===== config.mk =====
export PLATFORM = sky130hd
export DESIGN_NAME = acc_reg32_flat
export DESIGN_NICKNAME = d
export VERILOG_FILES = /design/src/rtl/acc_reg32_if.sv /design/src/rtl/acc_reg32.sv /design/src/flat_wrapper.sv
export SDC_FILE = /design/constraint.sdc
export NUM_CORES = 1
export LEC_CHECK = 0
export ABC_AREA = 0
export CELL_PAD_IN_SITES_DETAIL_PLACEMENT = 1
export CELL_PAD_IN_SITES_GLOBAL_PLACEMENT = 1
export CORE_ASPECT_RATIO = 1.5
export CORE_MARGIN = 3
export CORE_UTILIZATION = 35
export DETAILED_ROUTE_END_ITERATION = 8
export GPL_ROUTABILITY_DRIVEN = 0
export HOLD_SLACK_MARGIN = 0.15
export PLACE_DENSITY = 0.84
export SLEW_MARGIN = 20
export SYNTH_ARGS = -nofsm -noshare
export SYNTH_HDL_FRONTEND = slang
export SYNTH_SLANG_ARGS = --single-unit

===== constraint.sdc =====
create_clock -name clk -period 2.9 [get_ports clk]
set_input_delay 0.58 -clock clk [delete_from_list [all_inputs] [get_ports clk]]
set_output_delay 0.58 -clock clk [all_outputs]
set_load 0.02 [all_outputs]

===== src/rtl/acc_reg32_if.sv =====
// Handshake bundle between the MAC partial-sum source, the accumulator and the ReLU side.
// The slave modport is the accumulator's view; master is the driver/consumer view.
interface acc_reg32_if #(
    parameter int DW = 32
);
    logic                 in_valid;
    logic                 in_ready;
    logic signed [DW-1:0] in_data;
    logic                 in_first;
    logic                 in_last;
    logic signed [DW-1:0] bias;
    logic                 out_valid;
    logic                 out_ready;
    logic signed [DW-1:0] out_data;
    logic                 out_ovf;
    logic                 proto_err;

    modport slave (
        input  in_valid, in_data, in_first, in_last, bias, out_ready,
        output in_ready, out_valid, out_data, out_ovf, proto_err
    );

    modport master (
        output in_valid, in_data, in_first, in_last, bias, out_ready,
        input  in_ready, out_valid, out_data, out_ovf, proto_err
    );
endinterface


===== src/rtl/acc_reg32.sv =====
// Group accumulator feeding ReLU/requantise: bias-seeded sum of signed partial sums,
// one held result under valid/ready, with per-group overflow flag and framing-error pulse.
module acc_reg32 #(
    parameter int DW  = 32,
    parameter bit SAT = 1'b1
) (
    input  logic        clk,
    input  logic        rst,
    acc_reg32_if.slave  bus
);

    typedef enum logic [1:0] {IDLE = 2'd0, ACC = 2'd1, HOLD = 2'd2} state_t;

    state_t               state_q;
    state_t               state_d;
    logic                 out_valid_q;
    logic signed [DW-1:0] acc_q;
    logic                 ovf_q;
    logic                 proto_err_q;

    logic                 in_ready_c;
    logic                 accept;
    logic                 do_seed;
    logic                 do_add;
    logic                 err_c;
    logic [DW:0]          seed_res;
    logic [DW:0]          add_res;

    // Returns {overflow, result}; the add is done one bit wider so the true sign is kept.
    function automatic logic [DW:0] add_chk(input logic signed [DW-1:0] a,
                                            input logic signed [DW-1:0] b);
        logic signed [DW:0]   s;
        logic                 ovf;
        logic signed [DW-1:0] res;
        s   = {a[DW-1], a} + {b[DW-1], b};
        ovf = (a[DW-1] == b[DW-1]) && (s[DW-1] != a[DW-1]);
        if (ovf && SAT)
            res = a[DW-1] ? {1'b1, {(DW-1){1'b0}}} : {1'b0, {(DW-1){1'b1}}};
        else
            res = s[DW-1:0];
        return {ovf, res};
    endfunction

    assign seed_res = add_chk(bus.bias, bus.in_data);
    assign add_res  = add_chk(acc_q, bus.in_data);

    // State register; out_valid is registered alongside so it never glitches.
    always_ff @(posedge clk or posedge rst) begin
        if (rst) begin
            state_q     <= IDLE;
            out_valid_q <= 1'b0;
        end else begin
            state_q     <= state_d;
            out_valid_q <= (state_d == HOLD);
        end
    end

    // Next state; a beat accepted in HOLD can only happen with out_ready=1,
    // so HOLD then follows the IDLE rules in the same cycle.
    always_comb begin
        state_d = state_q;
        do_seed = 1'b0;
        do_add  = 1'b0;
        err_c   = 1'b0;
        case (state_q)
            IDLE, HOLD: begin
                if (state_q == HOLD && bus.out_ready)
                    state_d = IDLE;
                if (accept) begin
                    if (bus.in_first) begin
                        do_seed = 1'b1;
                        state_d = bus.in_last ? HOLD : ACC;
                    end else begin
                        err_c   = 1'b1;
                        state_d = IDLE;
                    end
                end
            end
            ACC: begin
                if (accept) begin
                    if (bus.in_first) begin
                        do_seed = 1'b1;
                        err_c   = 1'b1;
                    end else begin
                        do_add  = 1'b1;
                    end
                    state_d = bus.in_last ? HOLD : ACC;
                end
            end
            default: state_d = IDLE;
        endcase
    end

    // Outputs; in_ready depends on state and out_ready only.
    always_comb begin
        in_ready_c = (state_q == HOLD) ? bus.out_ready : 1'b1;
        accept     = bus.in_valid && in_ready_c;
    end

    always_ff @(posedge clk or posedge rst) begin
        if (rst) begin
            acc_q       <= '0;
            ovf_q       <= 1'b0;
            proto_err_q <= 1'b0;
        end else begin
            proto_err_q <= err_c;
            if (do_seed) begin
                acc_q <= seed_res[DW-1:0];
                ovf_q <= seed_res[DW];
            end else if (do_add) begin
                acc_q <= add_res[DW-1:0];
                ovf_q <= ovf_q | add_res[DW];
            end
        end
    end

    assign bus.in_ready  = in_ready_c;
    assign bus.out_valid = out_valid_q;
    assign bus.out_data  = acc_q;
    assign bus.out_ovf   = ovf_q;
    assign bus.proto_err = proto_err_q;

endmodule

===== src/flat_wrapper.sv =====
// flat-port wrapper written by rule: the top's interface ports become plain ports
module acc_reg32_flat 
#(
    parameter int DW  = 32,
    parameter bit SAT = 1'b1
)
  (clk, rst, bus_in_valid, bus_in_data, bus_in_first, bus_in_last, bus_bias, bus_out_ready, bus_in_ready, bus_out_valid, bus_out_data, bus_out_ovf, bus_proto_err);
  acc_reg32_if #(.DW(DW)) bus_i ();
  input  logic clk;
  input  logic rst;
  input wire logic [$bits(bus_i.in_valid)-1:0] bus_in_valid;
  input wire logic [$bits(bus_i.in_data)-1:0] bus_in_data;
  input wire logic [$bits(bus_i.in_first)-1:0] bus_in_first;
  input wire logic [$bits(bus_i.in_last)-1:0] bus_in_last;
  input wire logic [$bits(bus_i.bias)-1:0] bus_bias;
  input wire logic [$bits(bus_i.out_ready)-1:0] bus_out_ready;
  output wire logic [$bits(bus_i.in_ready)-1:0] bus_in_ready;
  output wire logic [$bits(bus_i.out_valid)-1:0] bus_out_valid;
  output wire logic [$bits(bus_i.out_data)-1:0] bus_out_data;
  output wire logic [$bits(bus_i.out_ovf)-1:0] bus_out_ovf;
  output wire logic [$bits(bus_i.proto_err)-1:0] bus_proto_err;
  assign bus_i.in_valid = bus_in_valid;
  assign bus_i.in_data = bus_in_data;
  assign bus_i.in_first = bus_in_first;
  assign bus_i.in_last = bus_in_last;
  assign bus_i.bias = bus_bias;
  assign bus_i.out_ready = bus_out_ready;
  assign bus_in_ready = bus_i.in_ready;
  assign bus_out_valid = bus_i.out_valid;
  assign bus_out_data = bus_i.out_data;
  assign bus_out_ovf = bus_i.out_ovf;
  assign bus_proto_err = bus_i.proto_err;
  acc_reg32 #(.DW(DW), .SAT(SAT)) u_core (.clk(clk), .rst(rst), .bus(bus_i));
endmodule

==> out/qor.yml, run 1 <==
status: "did not finish"
stop_stage: "5_1_grt"
firstError: "[ERROR GRT-0232] Routing congestion too high. Check the congestion heatmap in the GUI."
yosysUniqueCellTypes: 66
synth.avg_cell_area_um2: 7.942
grt_overflow: 52
cts_max_level: 2
clock_path_buffers: 2
synth_top_flop_cell: "dfrtp_1"
yosys_warnings: 0
initial_utilization_pct: 36.50
cts-buffers-inserted: 5
yosysMostFrequentCell: "a21oi_1"
worst-ep-kind: "sequential cell input"
synth_cells: 607
pre_cts_ws_ns: -0.9355
syn_nets: 741
yosys-top-cells-area: "dfrtp_1, ha_1, a21oi_1"
synth_common_cells: "a21oi_1, nor2_1, ha_1, nand2_1, dfrtp_1"
ys_ff_latch: 37
seq_area_frac_synth_pct: 19.21
port_buffers: 105
cts-root-buf: "clkbuf_16"
die_y_um: 149.7
syn_area_um2: 4821
holdBufCountCts: 0
synth_edf_count: 0
grt_max_degree: 38
cts.sinks: 37
ioPinCount: 106
placed_cells: 1028
yosys.area.top_type_share_pct: 19.21
async_reset_ff_share_pct: 100.0
synth_top_area_cell: "dfrtp_1"
hpwl_um: 18980
track_usage_pct: 65.11
rows: 51
die_w_um: 101.8
postGrtWorstEndpoint: "u_core.bus.out_data[21]$_DFFE_PP0P_/D"
[kinds of logic after synthesis]
group                      count (synthesis)  synth area share (%)
AOI/OAI and AO/OA                        239                 33.04
DFF                                       37                 19.21
xor gates and xnor gates                  50                 9.084
muxes                                      1                0.2076
and+or+nand+nor                          175                 17.23
adders and majority gates                 65                 17.13
buffers and inverters                     40                 4.101
[metrics by stage]
| stage | setup TNS (ns) | utilization, % | area, µm² | hold slack (ns) |
|---|---|---|---|---|
| after floorplan | -0.04803 | - | 5007 | 0.5547 |
| after global placement | -22.44 | 56.65 | 7483 | 0.5438 |
| after detailed placement | -28.39 | 56.65 | 7483 | 0.5838 |
| after CTS | -1.083 | 69.09 | 9126 | 0.5765 |
[timing repair]
action                                  CTS
cloned                                    6
resized for setup                       371
setup buffers                            49
endpoints found under the setup margin   33
pin swaps                               109
hold endpoints to repair                  0
[layer usage]
layer  GRT overflow  track usage [%]
met5              0            10.49
met4             25            66.32
met3              1            42.63
met2             26            86.93
met1              0            63.79
==> run 2, diff against run 1 <==
--- a/config.mk
+++ b/config.mk
@@ -6,15 +6,11 @@
 export NUM_CORES = 1
 export LEC_CHECK = 0
 export ABC_AREA = 0
-export CELL_PAD_IN_SITES_DETAIL_PLACEMENT = 1
-export CELL_PAD_IN_SITES_GLOBAL_PLACEMENT = 1
-export CORE_ASPECT_RATIO = 1.5
 export CORE_MARGIN = 3
-export CORE_UTILIZATION = 35
+export CORE_UTILIZATION = 25
 export DETAILED_ROUTE_END_ITERATION = 8
 export GPL_ROUTABILITY_DRIVEN = 0
-export HOLD_SLACK_MARGIN = 0.15
-export PLACE_DENSITY = 0.84
+export PLACE_DENSITY_LB_ADDON = 0.15
 export SLEW_MARGIN = 20
 export SYNTH_ARGS = -nofsm -noshare
 export SYNTH_HDL_FRONTEND = slang
==> constraint.sdc (replaced) <==
create_clock -name clk -period 3.77 [get_ports clk]
set_input_delay 0.754 -clock clk [delete_from_list [all_inputs] [get_ports clk]]
set_output_delay 0.754 -clock clk [all_outputs]
set_load 0.02 [all_outputs]
==> run 2 against run 1 <==
The run now ends clean. Synthesized area is the same. Synthesized cell count stayed put.
==> out/qor.yml, run 2 <==
status: "complete, no violations"  # was did not finish
seq_area_frac_synth_pct: 19.21  # unchanged
crit_required_ns: 3.95
finalWirelength_um: 17470
fillers: 1975
synth_top_flop_cell: "dfrtp_1"  # unchanged
cts_tree: "built"
async_reset_ff_share_pct: 100.0  # unchanged
reg2reg_from: "u_core.bus.out_data[0]"
holdBufCountCts: 0  # unchanged
r2r_cells: 13
slew_violations: 0
hold_violations: 0
final_common_cell: "buf_4"
track_usage_pct: 16.60
leakagePower_nw: 3.122
path_max_fanout: 2
yosys-top-cells-area: "dfrtp_1, ha_1, a21oi_1"  # unchanged
whs_ns: 0.5162
worstHoldPathType: "flop to flop"
finalSetupViolCount: 0
grt_max_degree: 24
start_kind: "input pin"
clock_path_buffers: 2  # unchanged
synth_top_area_cell: "dfrtp_1"  # unchanged
endpoint_kind: "flop"
ioPinCount: 106  # unchanged
crit_family: "compound AO/OA/AOI/OAI gates"
hpwl_um: 14390  # was 18980 µm
drtIter0Drc: 275
synthToLayoutAreaGrowth_pct: 46.04
period_minus_slack_ns: 3.579
yosys_warnings: 0  # unchanged
rsz0062_at_grt: "no"
largest_register_ff_count: 32
syn_area_um2: 4821  # unchanged
clk_pin_slew_ns: 0.06
antenna_found_initial: 0
synth_cells: 607  # unchanged
multi_input_area_um2: 3729
drc: 0
hold_start: "u_core.bus.out_ovf"
postCtsResizedCells: 0  # was 371
synth.avg_cell_area_um2: 7.942  # unchanged
fin_crit_sh_pct: 94.92
worst_pin_slew_ns: 0.5926
n_antenna_cell: 0
grt_pass1_wl_um: 27720
placed_cells: 1056  # was 1028
vias_per_cell: 5.013
clk_latency_ns: 0.30
crit_arrival_ns: 3.76
clock.fmax_mhz: 279.4
rrSetupSlack_ns: 0.66
rows: 50  # was 51
cts_max_level: 2  # unchanged
drive_above_1_share_pct: 16.79
max-slew-margin-rel_pct: 60.08
fin_skew_ns: 0.004155
final_cell_mix: "buf_4, clkdlybuf4s50_1, a21oi_1"
crit_path_frequent_cell: "a21oi_1"
instances_no_fill: 1064
p_total_mw: 4.651
synth_common_cells: "a21oi_1, nor2_1, ha_1, nand2_1, dfrtp_1"  # unchanged
dieArea_um2: 20990
crit_chain: "clkdlybuf4s50_1 -> ha_1 -> fa_1 -> a21oi_1 -> o21ai_1 -> nand3_1 -> buf_4 -> a21oi_1 -> o21ai_0 -> a21boi_0 -> o21a_1 -> or3_1 -> a32oi_1 -> a21oi_1"
powerDensity_nw_per_um2: 660.6
cts-buffers-inserted: 5  # unchanged
maxCapViolCount: 0
route.vias.total: 5334
whs_endpoint: "u_core.bus.out_ovf"
critPathBufInv: 2
yosysMostFrequentCell: "a21oi_1"  # unchanged
grt_pass1_vias: 5624
cts.sinks: 37  # unchanged
core_um2: 18830
r2r_end: "u_core.bus.out_data[16]"
wl_per_cell_um: 16.42
syn_nets: 741  # unchanged
crit_path_top_delay_cell: "clkdlybuf4s50_1"
synth_edf_count: 0  # unchanged
ys_ff_latch: 37  # unchanged
ir_drop_mv: 0.1787
critical_path_class: "input pin to flop"
port_buffers: 105  # unchanged
drt_pass1_iterations: 5
yosysUniqueCellTypes: 66  # unchanged
num-nets-final: 937
initial_utilization_pct: 25.60  # was 36.50%
slowest_delay_ns: 0.43
grt_overflow: 0
cts-root-buf: "clkbuf_16"  # unchanged
hold_depth: 2
postCtsSetupBuffers: 0  # was 49
ant_nets: 0
die_y_um: 144.9  # was 149.7 µm
seq_area_um2: 925.9
die_w_um: 144.9  # was 101.8 µm
yosys.area.top_type_share_pct: 19.21  # unchanged
-- run 2: cell counts after synthesis --
No cell type changed its count.
-- run 2: layout make-up --
class                      instances  share of cell area [%]
tap                              260                   4.621
timing repair buffer             212                   26.34
inverter                          17                  0.9063
clock inverter                     3                  0.2488
clock buffer                       5                   1.777
multi-input combinational        530                   52.96
sequential                        37                   13.15
-- run 2: how the worst max path moves through the flow --
stage | start | to | slack [ns] | depth (start not counted)
CTS | bus_in_data[7] | u_core.bus.out_data[30] | 0.13 | 12
global route | bus_in_data[8] | u_core.bus.out_data[24] | 0.02 | 13
floorplan | bus_bias[0] | u_core.bus.out_data[30] | 0.48 | 13
detailed placement | bus_in_data[7] | u_core.bus.out_data[30] | -0.18 | 12
global placement | bus_in_data[4] | u_core.bus.out_data[25] | -0.19 | 14
finish | bus_in_data[0] | u_core.bus.out_data[16] | 0.19 | 14
-- run 2: cells by family (layout without fill, tap and decap cells) --
group           Yosys count  after routing  share of synthesized area (%)
compound gates          239            239                          33.04
xor+xnor                 50             50                          9.084
fa+ha+maj                65             65                          17.13
buf+inv                  40            237                          4.101
flops                    37             37                          19.21
mux                       1              1                         0.2076
simple gates            175            175                          17.23
-- run 2: worst reg2reg max path, cell delays in order, from the launching register on --
cell and delay (ns):
dfrtp_1 0.40, ha_1 0.24, fa_1 0.41, a21oi_1 0.21, o21ai_1 0.15, nand3_1 0.16
buf_4 0.13, a21oi_1 0.05, o21ai_0 0.24, a21boi_0 0.20, o21a_1 0.21, or3_1 0.30
a32oi_1 0.20, a21oi_1 0.09
-- run 2: metrics by stage --
| stage | setup slack, ns | TNS [ns] | util, % | instance area, µm² |
|---|---|---|---|---|
| after detailed placement | -0.1828 | -2.593 | 36.48 | 6869 |
| after global placement | -0.1909 | -2.222 | 36.48 | 6869 |
| final | 0.1914 | 0 | 37.39 | 7041 |
| after CTS | 0.1292 | 0 | 37.24 | 7012 |
| after floorplan | 0.4833 | 0 | - | 4821 |
| after global routing | 0.01553 | 0 | 37.39 | 7041 |
-- run 2: where the power goes --
| group | internal (mW) | switching, mW | total, mW |
|---|---|---|---|
| registers | 0.579 | 0.189 | 0.768 |
| logic | 1.66 | 1.78 | 3.44 |
| clock network | 0.243 | 0.199 | 0.443 |
-- run 2: metal layers --
| metal | wire (µm) | track usage [%] | vias to the layer above |
|---|---|---|---|
| met5 | 0 | 0 | - |
| met4 | 234 | 3.731 | 0 |
| met3 | 788 | 2.859 | 14 |
| met2 | 8723 | 30.51 | 110 |
| met1 | 7725 | 20.14 | 2553 |
| li1 | - | - | 2657 |
Power figures use the tool's default switching activity.
==> run 3, diff against run 2 <==
--- a/config.mk
+++ b/config.mk
@@ -11,6 +11,7 @@
 export DETAILED_ROUTE_END_ITERATION = 8
 export GPL_ROUTABILITY_DRIVEN = 0
 export PLACE_DENSITY_LB_ADDON = 0.15
+export RECOVER_POWER = 25
 export SLEW_MARGIN = 20
 export SYNTH_ARGS = -nofsm -noshare
 export SYNTH_HDL_FRONTEND = slang
==> run 3 against run 2 <==
Cell count stayed put. Sequential share of layout area is essentially flat. Clock skew grew 0.00092 ns. Flip-flop and latch count unchanged. Cell area decreased by 0.11%. Total power shrank 0.12%. Fmax down 0.27%. Sequential power about the same. Non-clock buffer count unchanged. Critical endpoint is now u_core.bus.out_data[20]. Largest cell class unchanged.
==> out/qor.yml, run 3 (synthesis gave the netlist of run 2 again) <==
endpoint_kind: "flop"  # unchanged
max-slew-margin-rel_pct: 29.94  # was 60.08%
largest_register_ff_count: 32  # unchanged
status: "complete, no violations"  # unchanged
crit_family: "compound AO/OA/AOI/OAI gates"  # unchanged
ant_nets: 0  # unchanged
dieArea_um2: 20990  # unchanged
initial_utilization_pct: 25.60  # unchanged
critPathBufInv: 2  # unchanged
maxCapViolCount: 0  # unchanged
cts-buffers-inserted: 5  # unchanged
setup_tns_ns: 0  # unchanged
worstHoldPathType: "flop to flop"  # unchanged
seq_area_um2: 925.9  # unchanged
crit_path_top_delay_cell: "o41ai_4"  # was clkdlybuf4s50_1
instances_no_fill: 1064  # unchanged
synthToLayoutAreaGrowth_pct: 45.89  # was 46.04%
path_max_fanout: 23  # was 2
final_common_cell: "buf_4"  # unchanged
cts_max_level: 2  # unchanged
clk_pin_slew_ns: 0.07  # was 0.06 ns
final_core_util_pct: 37.35  # was 37.39%
num-nets-final: 937  # unchanged
placed_cells: 1056  # unchanged
drtIter0Drc: 266  # was 275
n_antenna_cell: 0  # unchanged
cts.sinks: 37  # unchanged
drt_pass1_iterations: 4  # was 5
route.vias.total: 5333  # was 5334
clock.fmax_mhz: 278.7  # was 279.4 MHz
ioPinCount: 106  # unchanged
track_usage_pct: 16.60  # unchanged
core_um2: 18830  # unchanged
clock_path_buffers: 2  # unchanged
hold_violations: 0  # unchanged
fillers: 1974  # was 1975
wl_per_cell_um: 16.42  # about the same
antenna_found_initial: 0  # unchanged
vias_per_cell: 5.012  # was 5.013
period_minus_slack_ns: 3.588  # was 3.579 ns
start_kind: "input pin"  # unchanged
worst_pin_slew_ns: 1.051  # was 0.5926 ns
rsz0062_at_grt: "no"  # unchanged
die_y_um: 144.9  # unchanged
slew_violations: 0  # unchanged
finalWirelength_um: 17480  # was 17470 µm
drc: 0  # unchanged
crit_required_ns: 3.99  # was 3.95 ns
slowest_delay_ns: 0.45  # was 0.43 ns
cts_tree: "built"  # unchanged
fin_skew_ns: 0.005072  # was 0.004155 ns
critical_path_class: "input pin to flop"  # unchanged
drive_above_1_share_pct: 16.54  # was 16.79%
clk_latency_ns: 0.30  # about the same
grt_pass1_vias: 5624  # unchanged
final_cell_mix: "buf_4, clkdlybuf4s50_1, a21oi_1"  # unchanged
hpwl_um: 14390  # unchanged
fin_crit_sh_pct: 95.18  # was 94.92%
die_w_um: 144.9  # unchanged
port_buffers: 105  # unchanged
crit_arrival_ns: 3.81  # was 3.76 ns
ir_drop_mv: 0.1788  # was 0.1787 mV
crit_chain: "clkdlybuf4s50_1 -> ha_1 -> nand2_1 -> nor3b_2 -> o32ai_4 -> o41ai_4 -> o2bb2ai_2 -> o2111ai_1 -> and3_1 -> buf_4 -> o31ai_1 -> a2bb2oi_1 -> a21oi_1"  # was clkdlybuf4s50_1 -> ha_1 -> fa_1 -> a21oi_1 -> o21ai_1 -> nand3_1 -> buf_4 -> a21oi_1 -> o21ai_0 -> a21boi_0 -> o21a_1 -> or3_1 -> a32oi_1 -> a21oi_1
multi_input_area_um2: 3729  # unchanged
leakagePower_nw: 3.115  # was 3.122 nW
rows: 50  # unchanged
grt_overflow: 0  # unchanged
powerDensity_nw_per_um2: 660.5  # was 660.6 nW/µm²
finalSetupViolCount: 0  # unchanged
cts-root-buf: "clkbuf_16"  # unchanged
grt_max_degree: 24  # unchanged
grt_pass1_wl_um: 27720  # unchanged
[run 3: changes by cell type in the layout (fill, tap and decap cells not counted), sizes merged]
cell / previous run / this run
buf: 107 / 105
clkbuf: 5 / 7
clkdlybuf4s50: 105 / 104
dlygate4sd3: 0 / 1
[run 3: final cells by class]
type / instances / area share, %
Multi-Input combinational cell: 530 / 53.02
Tap cell: 260 / 4.626
Timing Repair Buffer: 212 / 26.26
Inverter: 17 / 0.9073
Clock buffer: 5 / 1.779
Clock inverter: 3 / 0.2491
Sequential cell: 37 / 13.16
[run 3: worst reg2reg max path: cells and delay by family (launching register included)]
| family | cells | cell delay [ns] |
|---|---|---|
| AO/OA/AOI/OAI | 8 | 1.32 |
| adder cells (fa/ha/maj) | 2 | 0.65 |
| buffers and inverters | 1 | 0.13 |
| flip-flops | 1 | 0.40 |
| AND/OR/NAND/NOR | 2 | 0.46 |
[run 3: repair_timing]
item / 4_1_cts / 5_1_grt
setup buffers: 0 / 0
hold buffers: 0 / 0
gates resized for setup: 0 / 7
setup endpoints to repair: 0 / 20
[run 3: report_power, final]
group / leakage, nW / internal (mW) / switching (mW)
logic: 2.62 / 1.66 / 1.78
registers: 0.420 / 0.579 / 0.190
clock network: 0.0696 / 0.243 / 0.197
total: 3.11 / 2.48 / 2.16
[run 3: path summary, 6_finish.rpt]
check,startpoint,end,slack [ns],cells past startpoint
max,bus_in_data[4],u_core.bus.out_data[20],0.18,13
min,u_core.bus.out_ovf,u_core.bus.out_ovf,0.52,2
max reg2reg,u_core.bus.out_data[0],u_core.bus.out_data[16],0.69,13
min reg2reg,u_core.bus.out_ovf,u_core.bus.out_ovf,0.52,2
max in group asynchronous,rst,u_core.bus.out_data[12],1.64,3
min in group asynchronous,rst,u_core.bus.out_data[24],0.86,2
[run 3: routing by layer]
layer	GRT usage (%)	share of wire [%]
met1	20.14	45
met2	30.51	50
met3	2.859	4.1
met4	3.731	1.1
met5	0	0
[run 3: through the flow]
stage | setup slack, ns | hold WS, ns | power (mW) | area (µm²)
5_1_grt | 0.01553 | 0.5479 | 5.040 | 7033
2_1_floorplan | 0.4833 | 0.5547 | 2.855 | 4821
3_5_place_dp | -0.1828 | 0.5156 | 4.173 | 6869
3_3_place_gp | -0.1909 | 0.5136 | 4.152 | 6869
6_report | 0.1818 | 0.5167 | 4.646 | 7033
4_1_cts | 0.1292 | 0.5263 | 4.648 | 7012
==> run 4, diff against run 3 <==
--- a/config.mk
+++ b/config.mk
@@ -7,7 +7,7 @@
 export LEC_CHECK = 0
 export ABC_AREA = 0
 export CORE_MARGIN = 3
-export CORE_UTILIZATION = 25
+export CORE_UTILIZATION = 51
 export DETAILED_ROUTE_END_ITERATION = 8
 export GPL_ROUTABILITY_DRIVEN = 0
 export PLACE_DENSITY_LB_ADDON = 0.15
==> run 4 against run 3 <==
The flow now finishes with violations (capacitance limit, slew limit). Clock power decreased by 15%. Fmax decreased by 0.51%. Total power decreased by 2.9%. Count of clock-buffer cells in the layout unchanged.
==> out/qor.yml, run 4 (synthesis gave the netlist of run 2 again) <==
ioPinCount: 106  # unchanged
ant_nets: 0  # unchanged
rows: 34  # was 50
wl_per_cell_um: 17.39  # was 16.42 µm
track_usage_pct: 29.39  # was 16.60%
dieArea_um2: 10660  # was 20990 µm²
powerDensity_nw_per_um2: 674.7  # was 660.5 nW/µm²
port_buffers: 105  # unchanged
initial_utilization_pct: 53.96  # was 25.60%
finalWirelength_um: 15460  # was 17480 µm
critical_path_class: "input pin to flop"  # unchanged
period_minus_slack_ns: 3.607  # was 3.588 ns
slew_violations: 38  # was 0
cts.sinks: 37  # unchanged
path_max_fanout: 4  # was 23
worst_pin_slew_ns: 2.221  # was 1.051 ns
cts_tree: "built"  # unchanged
hold_violations: 0  # unchanged
endpoint_kind: "flop"  # unchanged
n_antenna_cell: 0  # unchanged
cts_max_level: 2  # unchanged
fin_crit_sh_pct: 95.67  # was 95.18%
finalWorstSetupSlack_ns: 0.1633  # was 0.1818 ns
cts-root-buf: "clkbuf_8"  # was clkbuf_16
whs_ns: 0.5229  # was 0.5167 ns
hpwl_um: 12420  # was 14390 µm
start_kind: "input pin"  # unchanged
largest_register_ff_count: 32  # unchanged
grt_pass1_wl_um: 25120  # was 27720 µm
finalSetupViolCount: 0  # unchanged
fin_skew_ns: 0.01002  # was 0.005072 ns
grt_max_degree: 38  # was 24
max-slew-margin-rel_pct: -48.06  # was 29.94%
clock.fmax_mhz: 277.3  # was 278.7 MHz
ir_drop_mv: 0.3263  # was 0.1788 mV
vias_per_cell: 6.171  # was 5.012
status: "finished with violations"  # was complete, no violations
worstHoldPathType: "flop to flop"  # unchanged
num-nets-final: 914  # was 937
final_cell_mix: "clkdlybuf4s50_1, a21oi_1, buf_4"  # was buf_4, clkdlybuf4s50_1, a21oi_1
clk_latency_ns: 0.31  # was 0.30 ns
drtIter0Drc: 318  # was 266
die_y_um: 103.2  # was 144.9 µm
drc: 0  # unchanged
violations: "capacitance limit, slew limit"
grt_pass1_vias: 5469  # was 5624
leakagePower_nw: 3.004  # was 3.115 nW
antenna_found_initial: 0  # unchanged
drt_pass1_iterations: 5  # was 4
route.met2.wl_um: 7827  # was 8763 µm
dpl_cell_area_um2: 6524  # was 6869 µm²
crit_arrival_ns: 3.83  # was 3.81 ns
route.vias.total: 5486  # was 5333
die_w_um: 103.2  # was 144.9 µm
clock_path_buffers: 2  # unchanged
holdBufCountCts: 0  # unchanged
postLayoutCellArea_um2: 6688  # was 7033 µm²
final_common_cell: "clkdlybuf4s50_1"  # was buf_4
clk_pin_slew_ns: 0.09  # was 0.07 ns
cts-buffers-inserted: 5  # unchanged
pre_cts_ws_ns: -0.1925  # was -0.1828 ns
synthToLayoutAreaGrowth_pct: 38.72  # was 45.89%
top_layer: "met4"  # unchanged
wl_met3_um: 984  # was 723 µm
grt_overflow: 0  # unchanged
final_core_util_pct: 74.86  # was 37.35%
crit_required_ns: 4.00  # was 3.99 ns
core_um2: 8934  # was 18830 µm²
wl_met1_um: 6197  # was 7790 µm
drive_above_1_share_pct: 14.85  # was 16.54%
maxCapViolCount: 1  # was 0
run 4: worst max-delay path: stages:
cell and delay [ns]:
clkdlybuf4s50_1 0.45, ha_1 0.34, and3_1 0.25, and4_1 0.23
o211ai_2 0.09, a31oi_2 0.14, or3_4 0.41, a311o_1 0.44
a311oi_2 0.31, xnor2_1 0.16, nand2_1 0.07, a31oi_1 0.18
run 4: final timing paths:
check                                        from  cells past startpoint                 endpoint  slack, ns
max                               bus_in_data[14]                     12  u_core.bus.out_data[30]       0.16
min                            u_core.bus.out_ovf                      2       u_core.bus.out_ovf       0.52
min reg2reg                    u_core.bus.out_ovf                      2       u_core.bus.out_ovf       0.52
min in group asynchronous                     rst                      3  u_core.bus.out_data[22]       1.70
max reg2reg                u_core.bus.out_data[0]                     13  u_core.bus.out_data[24]       0.73
max in group asynchronous                     rst                      3   u_core.bus.out_data[3]       0.78
run 4: metrics by stage:
step           TNS (ns)  instances  power (mW)
5_1_grt        -0.01153        889       4.854
3_5_place_dp     -1.600        880       4.053
4_1_cts               0        888       4.448
6_report              0        889       4.512
2_1_floorplan         0        607       2.855
3_3_place_gp    -0.2119        880       3.953
run 4: final cells by class:
cell class	count	area, µm²
Multi-Input combinational cell	530	3742
Fill cell	694	2246
Timing Repair Buffer	189	1705
Sequential cell	37	925.9
Tap cell	108	135.1
Clock buffer	5	68.82
Inverter	17	63.81
Clock inverter	3	46.29
run 4: repair_timing:
action	in CTS	in global routing
buffers inserted	0	1
setup endpoints to repair	0	16
resized for setup	0	11
run 4: where the power goes:
group	internal (mW)	total, mW	switching, mW
clock network	0.198	0.373	0.175
logic	1.62	3.38	1.76
registers	0.578	0.761	0.183
run 4: per-layer routing:
metal,vias up,GRT usage (%)
li1,2614,-
met1,2560,35.47
met2,270,53.63
met3,42,3.018
met4,0,11.06
met5,-,0
